--- src/rtl/if_fetch_unit_pkg.sv ---
// Shared definitions for the instruction fetch stage: default PC values,
// the fetch control state encoding and the layout of a fetch queue entry.
package if_fetch_unit_pkg;

    localparam logic [31:0] RESET_PC_DEFAULT = 32'h0000_0000;
    localparam logic [31:0] PC_STEP_DEFAULT  = 32'h0000_0004;

    typedef enum logic [1:0] {
        FETCH = 2'd0,
        HOLD  = 2'd1,
        DROP  = 2'd2
    } fetch_state_e;

    typedef struct packed {
        logic [31:0] instr;
        logic [31:0] pc_next;
    } queue_entry_t;

endpackage

--- src/rtl/fetch_queue.sv ---
// Small synchronous FIFO holding fetched words. Flush empties it in one
// cycle. Pointers wrap naturally because DEPTH is a power of two.
module fetch_queue #(
    parameter int DEPTH = 2,
    parameter int WIDTH = 64
) (
    input  logic                       clk,
    input  logic                       rst,
    input  logic                       push,
    input  logic [WIDTH-1:0]           push_data,
    input  logic                       pop,
    input  logic                       flush,
    output logic                       full,
    output logic                       empty,
    output logic [WIDTH-1:0]           head,
    output logic [$clog2(DEPTH+1)-1:0] count
);

    localparam int AW = (DEPTH > 1) ? $clog2(DEPTH) : 1;
    localparam int CW = $clog2(DEPTH + 1);
    localparam logic [AW-1:0] PTR_ONE = {{(AW-1){1'b0}}, 1'b1};
    localparam logic [CW-1:0] CNT_ONE = {{(CW-1){1'b0}}, 1'b1};

    logic [WIDTH-1:0] mem_r [DEPTH];
    logic [AW-1:0]    rd_ptr_r;
    logic [AW-1:0]    wr_ptr_r;
    logic [CW-1:0]    count_r;

    // Pointer and occupancy bookkeeping; flush wins over push/pop.
    always_ff @(posedge clk or posedge rst) begin
        if (rst) begin
            rd_ptr_r <= {AW{1'b0}};
            wr_ptr_r <= {AW{1'b0}};
            count_r  <= {CW{1'b0}};
        end else if (flush) begin
            rd_ptr_r <= {AW{1'b0}};
            wr_ptr_r <= {AW{1'b0}};
            count_r  <= {CW{1'b0}};
        end else begin
            if (push) begin
                wr_ptr_r <= wr_ptr_r + PTR_ONE;
            end
            if (pop) begin
                rd_ptr_r <= rd_ptr_r + PTR_ONE;
            end
            case ({push, pop})
                2'b10:   count_r <= count_r + CNT_ONE;
                2'b01:   count_r <= count_r - CNT_ONE;
                default: count_r <= count_r;
            endcase
        end
    end

    // Entry storage; contents are only observed while the entry is valid.
    always_ff @(posedge clk) begin
        if (push && !flush) begin
            mem_r[wr_ptr_r] <= push_data;
        end
    end

    assign empty = (count_r == {CW{1'b0}});
    assign full  = (count_r == CW'(DEPTH));
    assign head  = mem_r[rd_ptr_r];
    assign count = count_r;

endmodule

--- src/rtl/if_fetch_unit.sv ---
// Instruction fetch stage: generates the PC, keeps one request in flight to
// instruction memory, buffers returned words and hands {instr, PC+step} to
// decode. Redirects flush the queue and squash any in-flight fetch.
module if_fetch_unit
    import if_fetch_unit_pkg::*;
#(
    parameter logic [31:0] RESET_PC    = RESET_PC_DEFAULT,
    parameter int          QUEUE_DEPTH = 2,
    parameter logic [31:0] PC_STEP     = PC_STEP_DEFAULT
) (
    input  logic        clk,
    input  logic        rst,
    output logic        imem_req,
    output logic [31:0] imem_addr,
    input  logic        imem_ack,
    input  logic [31:0] imem_rdata,
    input  logic        branch_taken,
    input  logic [31:0] branch_target,
    output logic        id_valid,
    input  logic        id_ready,
    output logic [31:0] id_instruction,
    output logic [31:0] id_pc
);

    localparam int CW = $clog2(QUEUE_DEPTH + 1);
    localparam logic [CW:0] OCC_ONE = {{CW{1'b0}}, 1'b1};

    fetch_state_e  state_r;
    fetch_state_e  state_next_s;
    logic [31:0]   fetch_pc_r;
    logic [31:0]   fetch_pc_next_s;
    logic          req_next_s;
    logic [31:0]   addr_next_s;

    logic          ack_s;
    logic          push_s;
    logic          pop_s;
    logic          q_full_s;
    logic          q_empty_s;
    queue_entry_t  q_head_s;
    queue_entry_t  push_entry_s;
    logic [CW-1:0] q_count_s;
    logic [CW:0]   occ_next_s;
    logic          room_s;
    logic [31:0]   seq_addr_s;

    // An ack only counts while a request is actually outstanding.
    assign ack_s      = imem_req && imem_ack;
    assign seq_addr_s = imem_addr + PC_STEP;
    assign pop_s      = !q_empty_s && id_ready;
    assign push_s     = ack_s && (state_r == FETCH) && !branch_taken;

    assign push_entry_s.instr   = imem_rdata;
    assign push_entry_s.pc_next = seq_addr_s;

    fetch_queue #(
        .DEPTH (QUEUE_DEPTH),
        .WIDTH (64)
    ) u_queue (
        .clk       (clk),
        .rst       (rst),
        .push      (push_s),
        .push_data (push_entry_s),
        .pop       (pop_s),
        .flush     (branch_taken),
        .full      (q_full_s),
        .empty     (q_empty_s),
        .head      (q_head_s),
        .count     (q_count_s)
    );

    // Queue occupancy after this edge, used to decide whether to issue.
    always_comb begin
        occ_next_s = {1'b0, q_count_s};
        if (branch_taken) begin
            occ_next_s = {(CW+1){1'b0}};
        end else if (push_s && !pop_s) begin
            occ_next_s = {1'b0, q_count_s} + OCC_ONE;
        end else if (!push_s && pop_s) begin
            occ_next_s = {1'b0, q_count_s} - OCC_ONE;
        end else begin
            occ_next_s = {1'b0, q_count_s};
        end
        room_s = (occ_next_s < (CW+1)'(QUEUE_DEPTH));
    end

    // Next fetch state, PC and memory request; redirect overrides all else.
    always_comb begin
        state_next_s    = state_r;
        fetch_pc_next_s = fetch_pc_r;
        req_next_s      = imem_req;
        addr_next_s     = imem_addr;
        if (branch_taken) begin
            fetch_pc_next_s = branch_target;
            if (imem_req && !imem_ack) begin
                state_next_s = DROP;
            end else begin
                state_next_s = FETCH;
                req_next_s   = 1'b1;
                addr_next_s  = branch_target;
            end
        end else begin
            case (state_r)
                FETCH: begin
                    if (imem_req && !imem_ack) begin
                        state_next_s = FETCH;
                    end else begin
                        if (ack_s) begin
                            fetch_pc_next_s = seq_addr_s;
                        end else begin
                            fetch_pc_next_s = fetch_pc_r;
                        end
                        if (room_s) begin
                            req_next_s  = 1'b1;
                            addr_next_s = ack_s ? seq_addr_s : fetch_pc_r;
                        end else begin
                            req_next_s   = 1'b0;
                            state_next_s = HOLD;
                        end
                    end
                end
                HOLD: begin
                    if (pop_s || !q_full_s) begin
                        state_next_s = FETCH;
                        req_next_s   = 1'b1;
                        addr_next_s  = fetch_pc_r;
                    end else begin
                        req_next_s = 1'b0;
                    end
                end
                DROP: begin
                    // Squashed data is discarded; restart at the redirect target.
                    if (ack_s) begin
                        state_next_s = FETCH;
                        req_next_s   = 1'b1;
                        addr_next_s  = fetch_pc_r;
                    end else begin
                        state_next_s = DROP;
                    end
                end
                default: begin
                    state_next_s = FETCH;
                    req_next_s   = 1'b0;
                    addr_next_s  = fetch_pc_r;
                end
            endcase
        end
    end

    // Fetch control registers, cleared asynchronously by reset.
    always_ff @(posedge clk or posedge rst) begin
        if (rst) begin
            state_r    <= FETCH;
            fetch_pc_r <= RESET_PC;
            imem_req   <= 1'b0;
            imem_addr  <= RESET_PC;
        end else begin
            state_r    <= state_next_s;
            fetch_pc_r <= fetch_pc_next_s;
            imem_req   <= req_next_s;
            imem_addr  <= addr_next_s;
        end
    end

    assign id_valid       = !q_empty_s;
    assign id_instruction = q_empty_s ? 32'h0000_0000 : q_head_s.instr;
    assign id_pc          = q_empty_s ? 32'h0000_0000 : q_head_s.pc_next;

endmodule

--- config.mk ---
export PLATFORM = sky130hd
export DESIGN_NAME = if_fetch_unit
export DESIGN_NICKNAME = d
export VERILOG_FILES = /design/src/rtl/if_fetch_unit_pkg.sv /design/src/rtl/fetch_queue.sv /design/src/rtl/if_fetch_unit.sv
export SDC_FILE = /design/constraint.sdc
export NUM_CORES = 1
export LEC_CHECK = 0
export ABC_CLOCK_PERIOD_IN_PS = 9700
export CORE_ASPECT_RATIO = 1.25
export CORE_MARGIN = 1
export CORE_UTILIZATION = 40
export DETAILED_ROUTE_END_ITERATION = 16
export PLACE_DENSITY = 0.73
export SLEW_MARGIN = 0
export SYNTH_ARGS = -nofsm -noshare
export SYNTH_HDL_FRONTEND = slang
export SYNTH_SLANG_ARGS = --single-unit
--- constraint.sdc ---
create_clock -name clk -period 9.7 [get_ports clk]
set_clock_uncertainty 0.2 [all_clocks]
set_input_delay 1.94 -clock clk [delete_from_list [all_inputs] [get_ports clk]]
set_output_delay 1.94 -clock clk [all_outputs]
set_load 0.03 [all_outputs]
## Yosys cells after proc, flatten, opt, wreduce, memory -nomap -nowiden

Memory sizes are Yosys's and may differ from the RTL's.
Index checks and enable logic that the tools add are counted.

- Add/subtract/negate cells: 7
- $lt $le $gt $ge: 1
- Equal/unequal tests: 12
- Mux-type cells: 38
- Reduce and logical (&&, ||, !) cells: 25

Operator list:

| kind | count |
|---|---|
| 2-to-1 mux 32 bit | 12 |
| case mux 32 bit (3 select lines) | 1 |
| adder 32 x 3 -> 32 bit, second input constant | 1 |
| 2-to-1 mux 2 bit | 7 |
| 2-to-1 mux 1 bit | 12 |
| 2-to-1 mux 3 bit | 3 |
| inequality test 3 bit, second input constant | 3 |
| logical AND 1 bit | 8 |
| == test 2 bit, second input constant | 3 |
| logical NOT 1 bit | 6 |
| inequality test 2 bit, second input constant | 3 |
| case mux 2 bit (3 select lines) | 1 |
| nonzero test 2 bit | 3 |
| AND reduction 5 bit | 1 |
| == test 2 x 1 -> 1 bit, second input constant | 2 |
| logical NOT 2 bit | 2 |
| inequality test 4 x 3 -> 1 bit, second input constant | 1 |
| case mux 2 bit (2 select lines) | 1 |
| AND reduction 2 bit | 2 |
| adder 2 x 1 -> 3 bit, second input constant | 1 |
| < comparator 3 x 2 -> 1 bit, second input constant | 1 |
| case mux 1 bit (3 select lines) | 1 |
| AND reduction 3 bit | 1 |
| nonzero test 3 bit | 1 |
| 5 further kinds | 6 |

- Flip-flop bits (word level): 71
- Bits in writable memories: 128
- Output and inout port bits: 98
- Logic and storage cells: 91
- Memories: 1

Memories:

| name | depth | bits a word | read ports | clocked after memory_dff | wr ports | RTL line | source |
|---|---|---|---|---|---|---|---|
| u_queue.mem_r | 2 | 64 | 1 | 0 | 1 | fetch_queue.sv:24 | `logic [WIDTH-1:0] mem_r [DEPTH];` |

## Longest topological paths before layout

Gate-level depths: netlist of run 1.

- Depth in word-level cells: 13
- Depth in mapped cells: 10

## Hierarchy

A second synthesis of run 1 with hierarchy kept.

- Cells, all modules: 671
- Area total of the unflattened synthesis: 9,201.3 um2

By module, submodules not included:

| module | instances | cells an instance | area each (um2) | seq. area each (um2) |
|---|---|---|---|---|
| fetch_queue | 1 | 221 | 5,042.3 | 3,943.8 |
| if_fetch_unit | 1 | 450 | 4,159.0 | 1,676.6 |

## Worst setup path before layout of run 1

OpenSTA, ideal clock, no wires.

- Path kind: input-to-reg
- From: input port imem_ack
- To: memory u_queue.mem_r[0][0], enable pin
- Arrival: 5.364 ns
- Data required time: 9.013 ns
- Setup slack: 3.650 ns
- Cell stages on the path: 5
- Buffers on the path: 2
- Path through: nor4bb_1 > clkbuf_2 > nand2_1 > clkbuf_1 > nor2_1

- Word-level cells in the longest chain between the ends: 6

Ends and longest elaborated chain:

| item | RTL line | source |
|---|---|---|
| start, declared | if_fetch_unit.sv:15 | `input logic imem_ack,` |
| logical AND 1 bit | if_fetch_unit.sv:48 | `assign ack_s = imem_req && imem_ack;` |
| logical AND 1 bit (2 in series) | if_fetch_unit.sv:51 | `assign push_s = ack_s && (state_r == FETCH) && !branch_taken;` |
| logical AND 1 bit | fetch_queue.sv:56 | `if (push && !flush) begin` |
| 2-to-1 mux 1 bit | fetch_queue.sv:56 |  |
| 2-to-1 mux 1 bit (not written as such) | fetch_queue.sv:57 | `mem_r[wr_ptr_r] <= push_data;` |
| end, declared | fetch_queue.sv:24 |  |

Every way passes these cells.

## Final worst setup path of run 1

- From: input port imem_ack
- To: register imem_addr[2]

- Word-level cells in the longest chain between the ends: 11
- Elaborated cells on any way between the ends: 22
- Classes of those cells: order compare (1); eq/ne (4); mux (8); reduce/logical (9)

Ends and longest elaborated chain:

| item | RTL line | source |
|---|---|---|
| logical AND 1 bit | if_fetch_unit.sv:48 |  |
| logical AND 1 bit (2 in series) | if_fetch_unit.sv:51 |  |
| logical NOT 1 bit | if_fetch_unit.sv:79 | `end else if (!push_s && pop_s) begin` |
| logical AND 1 bit | if_fetch_unit.sv:79 |  |
| 2-to-1 mux 3 bit | if_fetch_unit.sv:79 |  |
| 2-to-1 mux 3 bit | if_fetch_unit.sv:77 | `end else if (push_s && !pop_s) begin` |
| 2-to-1 mux 3 bit | if_fetch_unit.sv:75 | `if (branch_taken) begin` |
| < comparator 3 x 2 -> 1 bit | if_fetch_unit.sv:84 | `room_s = (occ_next_s < (CW+1)'(QUEUE_DEPTH));` |
| inequality test 3 bit (no source line) | -- |  |
| AND reduction 5 bit (no source line) | -- |  |
| end signal, assigned | if_fetch_unit.sv:161 | `imem_addr <= addr_next_s;` |
| end, declared | if_fetch_unit.sv:14 | `output logic [31:0] imem_addr,` |

Parallel ways exist; a longest one is shown, timed or not. The select of a mux whose other input is x is not followed.
A chain may end at the register's enable or synchronous reset.

==> flow_summary.yaml, run 1 <==
outcome:
  outcome: "completed"
pwr:
  power.total_mw: 3.53
  swShare: 0.402
  p_seq_frac: 0.374
  p_leak_nw: 4.14
  pwr-share-comb: 0.434
  internal_power_mw: 2.11
  p_sw_mw: 1.42
  clockPowerShare: 0.193
  peakVddDrop_uv: 183
  power-per-cell-area_mw_per_mm2: 307
setup_path:
  crit_path_top_delay_cell: "o21ai_4"
  end_kind: "flip-flop"
  worstPathCellList: "clkdlybuf4s50_1 -> nand4bb_4 -> o2111a_1 -> or4_1 -> o21ai_4 -> mux2_2"
  crit_fanout: 33
  slowest_delay_ps: 720
  cp.required_ps: 9810
  critPathLaunchType: "input port"
  worstPathArrival_ps: 5280
  path_class: "input port to flip-flop"
die:
  die_area_mm2: 0.0231
  die_h_um: 170
  rows: 61
  start_util: 0.406
  core-area_mm2: 0.0222
  die_w_um: 136
  io_pins: 167
placement:
  dp_hpwl_um: 14200
  place_area_mm2: 0.0109
  portBuffers: 166
  placed_cells: 1140
  gp_congestion: 0.844
drt:
  antenna_left: 0
  dr.pass1.iters: 5
  drc: 0
  vias_per_cell: 5.37
  top_layer: "met4"
  wl_met1_um: 8890
  num_vias: 6295
  wl_per_cell_um: 18.0
  met3_length_um: 1060
  wl_um: 21100
  dr_wl_met2_um: 10700
  drt_iter0_markers: 543
sta:
  setup_tns_ps: 0
  relSlewSlack: 0.395
  finalCritPeriodShare: 0.533
  fin_crit_ps: 5170
  finalMaxSlewViolations: 0
  fmax_mhz: 193
  rsz0062_at_grt: "false"
  worstMarginPinSlew_ps: 907
  setup_viol: 0
  hold_viol_final: 0
run:
  maxCapViolCount: 0
synthesis:
  yosysMostFrequentCell: "edfxtp_1"
  seq_area_frac_synth: 0.623
  syn_inst: 730
  synth_top_family_by_area: "simple AND/OR/NAND/NOR gates"
  synth-xor-area-share: 0.0262
  synth.avg_cell_area_um2: 12.4
  synthArstFlopShare: 0.357
  synth_ff_type: "edfxtp_1"
  synth_fp_nets: 804
  ys_warn_count: 0
  synth_seq_cells: 199
  synth_top_area_share: 0.426
  yosys.area_share.adder: 0.00694
  ys_types: 56
  synth_area_leaders: "edfxtp_1, dfrtp_1, mux2i_1"
  synth_area_mm2: 0.00902
  synthMuxAreaShare: 0.104
  synth-compound-area-share: 0.0847
  synth_edf_count: 128
  synth.top_cells.by_count: "edfxtp_1, nor2_1, mux2i_1"
  yosysTopAreaCell: "edfxtp_1"
  synth_simple_gate_area_frac: 0.127
clocking:
  clock_sinks: 199
  numCtsBuffers: 17
  cts.path.max_buffers: 2
  cts_tree: "yes"
  clk_latency_ps: 430
  cts-root-buf: "clkbuf_16"
  htree_levels: 4
  cts_resized: 0
  post_cts_buffers: 0
  clk_pin_slew_worst_paths_ps: 70
  cts_hold_buf: 0
global_route:
  grt_pass1_wl_um: 32700
  grt_max_degree: 72
  antenna_found_initial: 0
  grt_pass1_vias: 5997
  grt_usage: 0.187
  gr-total-overflow: 0
cells_and_area:
  fin_nets: 950
  fin_cells: 1172
  antennaDiodeCount: 0
  final_area_mm2: 0.0115
  utilization: 0.517
  drive_above_1_share: 0.0900
  n_fill_cell: 1912
  area_growth_syn_to_layout_pct: 27.5
min_path:
  hp-class: "flip-flop to flip-flop"
state kept, by name (all words and copies together) (netlist names):
| register | count |
|---|---|
| u_queue.rd_ptr_r | 1 |
| u_queue.wr_ptr_r | 1 |
| u_queue.count | 2 |
| imem_req | 1 |
| imem_addr | 32 |
| state_r | 2 |
| u_queue.mem_r | 128 |
| fetch_pc_r | 32 |
through the flow:
stage | hold WS, ps | setup slack (ps)
3_3_place_gp | 313 | 4150
2_1_floorplan | 281 | 3650
5_1_grt | 385 | 4360
4_1_cts | 346 | 4530
6_report | 340 | 4530
3_5_place_dp | 329 | 4080
cells in the final DEF, fill, tap and decap left out, drive strengths merged, types with 8 or more instances in the layout:
cell	count
mux2	19
o21ai	26
nor4	8
a21oi	25
nand4	9
nand2	43
nand3	23
and3	19
dfrtp	71
buf	12
nor3	8
a31oi	12
clkdlybuf4s50	165
edfxtp	128
clkbuf	18
mux2i	72
inv	18
nor2	90
xnor2	20
critical path: cells and delay by family:
kind | cells | cell delay, ps
compound gates | 2 | 1190
buf+inv | 1 | 570
mux | 1 | 420
simple gates | 2 | 1150
area by class of cell:
cell class | instances | area, um^2 | area share
clock buffer | 18 | 429 | 0.0373
clock inverter | 14 | 139 | 0.0121
inverter | 11 | 41.3 | 0.00359
multi-input combinational | 470 | 3170 | 0.276
sequential | 199 | 5620 | 0.489
tap | 283 | 354 | 0.0308
timing repair buffer | 177 | 1740 | 0.151
logic make-up (layout without fill, tap and decap cells):
| logic type | Yosys count | in the layout |
|---|---|---|
| AOI/OAI and AO/OA | 112 | 112 |
| xor gates and xnor gates | 27 | 27 |
| adders and majority gates | 5 | 5 |
| buffers and inverters | 61 | 220 |
| DFF | 199 | 199 |
| muxes | 91 | 91 |
| and+or+nand+nor | 235 | 235 |
worst paths after layout:
path / slack, ps / endpoint / cells past startpoint / startpoint
worst max register to register: 5690 / imem_addr[2] / 8 / u_queue.count[1]
worst min register to register: 340 / u_queue.mem_r[0][1] / 0 / imem_addr[1]
max in group asynchronous: 6740 / u_queue.rd_ptr_r / 3 / rst
worst max-delay path: 4530 / imem_addr[2] / 6 / imem_ack
min in group asynchronous: 1900 / fetch_pc_r[3] / 3 / rst
worst min-delay path: 340 / u_queue.mem_r[0][1] / 0 / imem_addr[1]
power groups by stage:
stage	sequential (mW)	clock [mW]	combinational (mW)
final	1.32	0.680	1.53
after global routing	1.34	0.728	1.64
after CTS	1.32	0.695	1.54
after detailed placement	1.33	0	1.54
after global placement	1.33	0	1.52
after floorplan	1.37	0	0.907
per-layer routing:
| metal | GRT usage | vias up |
|---|---|---|
| li1 | - | 2979 |
| met1 | 0.239 | 3063 |
| met2 | 0.318 | 218 |
| met3 | 0.0301 | 35 |
| met4 | 0.0681 | 0 |
| met5 | 0 | - |
Power figures use the tool's default switching activity.
==> run 2, diff against run 1 <==
--- a/config.mk
+++ b/config.mk
@@ -5,7 +5,7 @@
 export SDC_FILE = /design/constraint.sdc
 export NUM_CORES = 1
 export LEC_CHECK = 0
-export ABC_CLOCK_PERIOD_IN_PS = 9700
+export ABC_CLOCK_PERIOD_IN_PS = 5100
 export CORE_ASPECT_RATIO = 1.25
 export CORE_MARGIN = 1
 export CORE_UTILIZATION = 40
==> constraint.sdc (replaced) <==
create_clock -name clk -period 5.1 [get_ports clk]
set_clock_uncertainty 0.2 [all_clocks]
set_input_delay 1.02 -clock clk [delete_from_list [all_inputs] [get_ports clk]]
set_output_delay 1.02 -clock clk [all_outputs]
set_load 0.03 [all_outputs]
==> flow_summary.yaml, run 2 (synthesis gave the netlist of run 1 again) <==
die:
  start_util: 0.406
  core-area_mm2: 0.0222
  rows: 61
  die_w_um: 136
  die_area_mm2: 0.0231
  die_h_um: 170
  io_pins: 167
min_path:
  hp-class: "flip-flop to flip-flop"
  holdPathStages: 0
  hold_start: "imem_addr[1]"
  hold_end: "u_queue.mem_r[0][1]"
cells_and_area:
  final_cell_mix: "clkdlybuf4s50_1, edfxtp_1, nor2_1, mux2i_1, dfrtp_1"
  reg_top3: "u_queue.mem_r x128, fetch_pc_r x32, imem_addr x32"
  area_growth_syn_to_layout_pct: 27.9
  largest_register: "u_queue.mem_r"
  largest_reg_flops: 128
  layout_commonest_cell: "clkdlybuf4s50_1"
  drive_above_1_share: 0.0942
  fin_nets: 953
  antennaDiodeCount: 0
global_route:
  grt_pass1_wl_um: 32900
  grt_usage: 0.189
  grt_max_degree: 66
  gr-total-overflow: 0
  antenna_found_initial: 0
  grt_pass1_vias: 5960
drt:
  dr.pass1.iters: 5
  num_vias: 6303
  drc: 0
  vias_per_cell: 5.36
  wl_per_cell_um: 18.2
  wl_um: 21400
  drt_iter0_markers: 624
  antenna_left: 0
sta:
  setup_viol: 0
  finalMaxSlewViolations: 0
  worstMarginPinSlew_ps: 906
  finalCritPeriodShare: 0.778
  fmax_mhz: 252
  relSlewSlack: 0.390
  hold_viol_final: 0
  rsz0062_at_grt: "false"
  holdWs_ps: 354
  fin_crit_ps: 3970
  setup_tns_ps: 0
setup_path:
  critPathLaunchType: "flip-flop"
  cp.required_ps: 3880
  end_kind: "primary output"
  rrSetupSlack_ps: 1670
  worstPathArrival_ps: 2750
  rr_endpoint: "imem_addr[13]"
  r2r_start: "u_queue.count[0]"
  r2r_cells: 7
  path_class: "flip-flop to primary output"
  crit_fanout: 50
pwr:
  power-per-cell-area_mw_per_mm2: 582
  p_leak_nw: 4.17
  peakVddDrop_uv: 277
clocking:
  cts-root-buf: "clkbuf_16"
  cts_tree: "yes"
  post_cts_buffers: 0
  numCtsBuffers: 17
  cts.path.max_buffers: 2
  clk_pin_slew_worst_paths_ps: 70
  htree_levels: 4
  cts_hold_buf: 0
  cts_resized: 0
  clk_latency_ps: 440
  clock_sinks: 199
placement:
  portBuffers: 166
  dp_hpwl_um: 14500
  gp_congestion: 0.872
run:
  maxCapViolCount: 0
outcome:
  outcome: "completed"
==> run 2: cell types whose count changed in the layout (fill, tap and decap cells not counted), sizes merged <==
cell / before / now
clkinvlp: 2 / 1
clkinv: 4 / 8
buf: 12 / 15
clkbuf: 18 / 21
bufinv: 1 / 0
inv: 18 / 13
==> run 2: critical path, cell delays in order, from the launching register on <==
cell	delay, ps
dfrtp_4	1010
buf_4	350
mux2i_1	100
nor2_1	120
clkdlybuf4s50_1	690
==> run 2: routing by layer <==
metal  GRT usage  wire [um]
met5           0          0
met4      0.0657        408
met3      0.0408        977
met2       0.322      11100
met1       0.236       8890
==> run 2: final cells by class <==
cell class | instances | area [um^2]
fillers | 1920 | 10700
flip-flops and latches | 199 | 5620
multi-input cells | 470 | 3170
repair buffers | 180 | 1790
clock buffers | 21 | 492
well taps | 283 | 354
clock inverters | 11 | 70.1
inverters | 11 | 41.3
==> run 2: metrics by stage <==
step           worst slack, ps  total power, mW   util  cells  instance area [um^2]
3_3_place_gp               897             5.43  0.494   1143                 11000
6_report                  1130             6.71  0.519   1175                 11500
5_1_grt                    977             7.04  0.519   1175                 11500
2_1_floorplan             1040             4.33      -    730                  9020
3_5_place_dp               827             5.49  0.494   1143                 11000
4_1_cts                   1070             6.76  0.519   1175                 11500
==> run 2: how the worst max path moves through the flow <==
stage	depth (start not counted)	slack (ps)	endpoint	startpoint
final	4	1130	id_pc[7]	u_queue.rd_ptr_r
after global routing	4	980	id_instruction[8]	u_queue.rd_ptr_r
after CTS	4	1070	id_pc[7]	u_queue.rd_ptr_r
after detailed placement	7	830	imem_addr[10]	imem_ack
after global placement	7	900	imem_addr[4]	imem_ack
after floorplan	5	1040	u_queue.mem_r[0][0]	imem_ack
==> run 2: power breakdown <==
part	switching, mW	internal (mW)	leakage, nW
sequential	0.410	2.13	2.02
clock	0.577	0.689	0.282
combinational	1.70	1.21	1.87
total	2.68	4.03	4.17
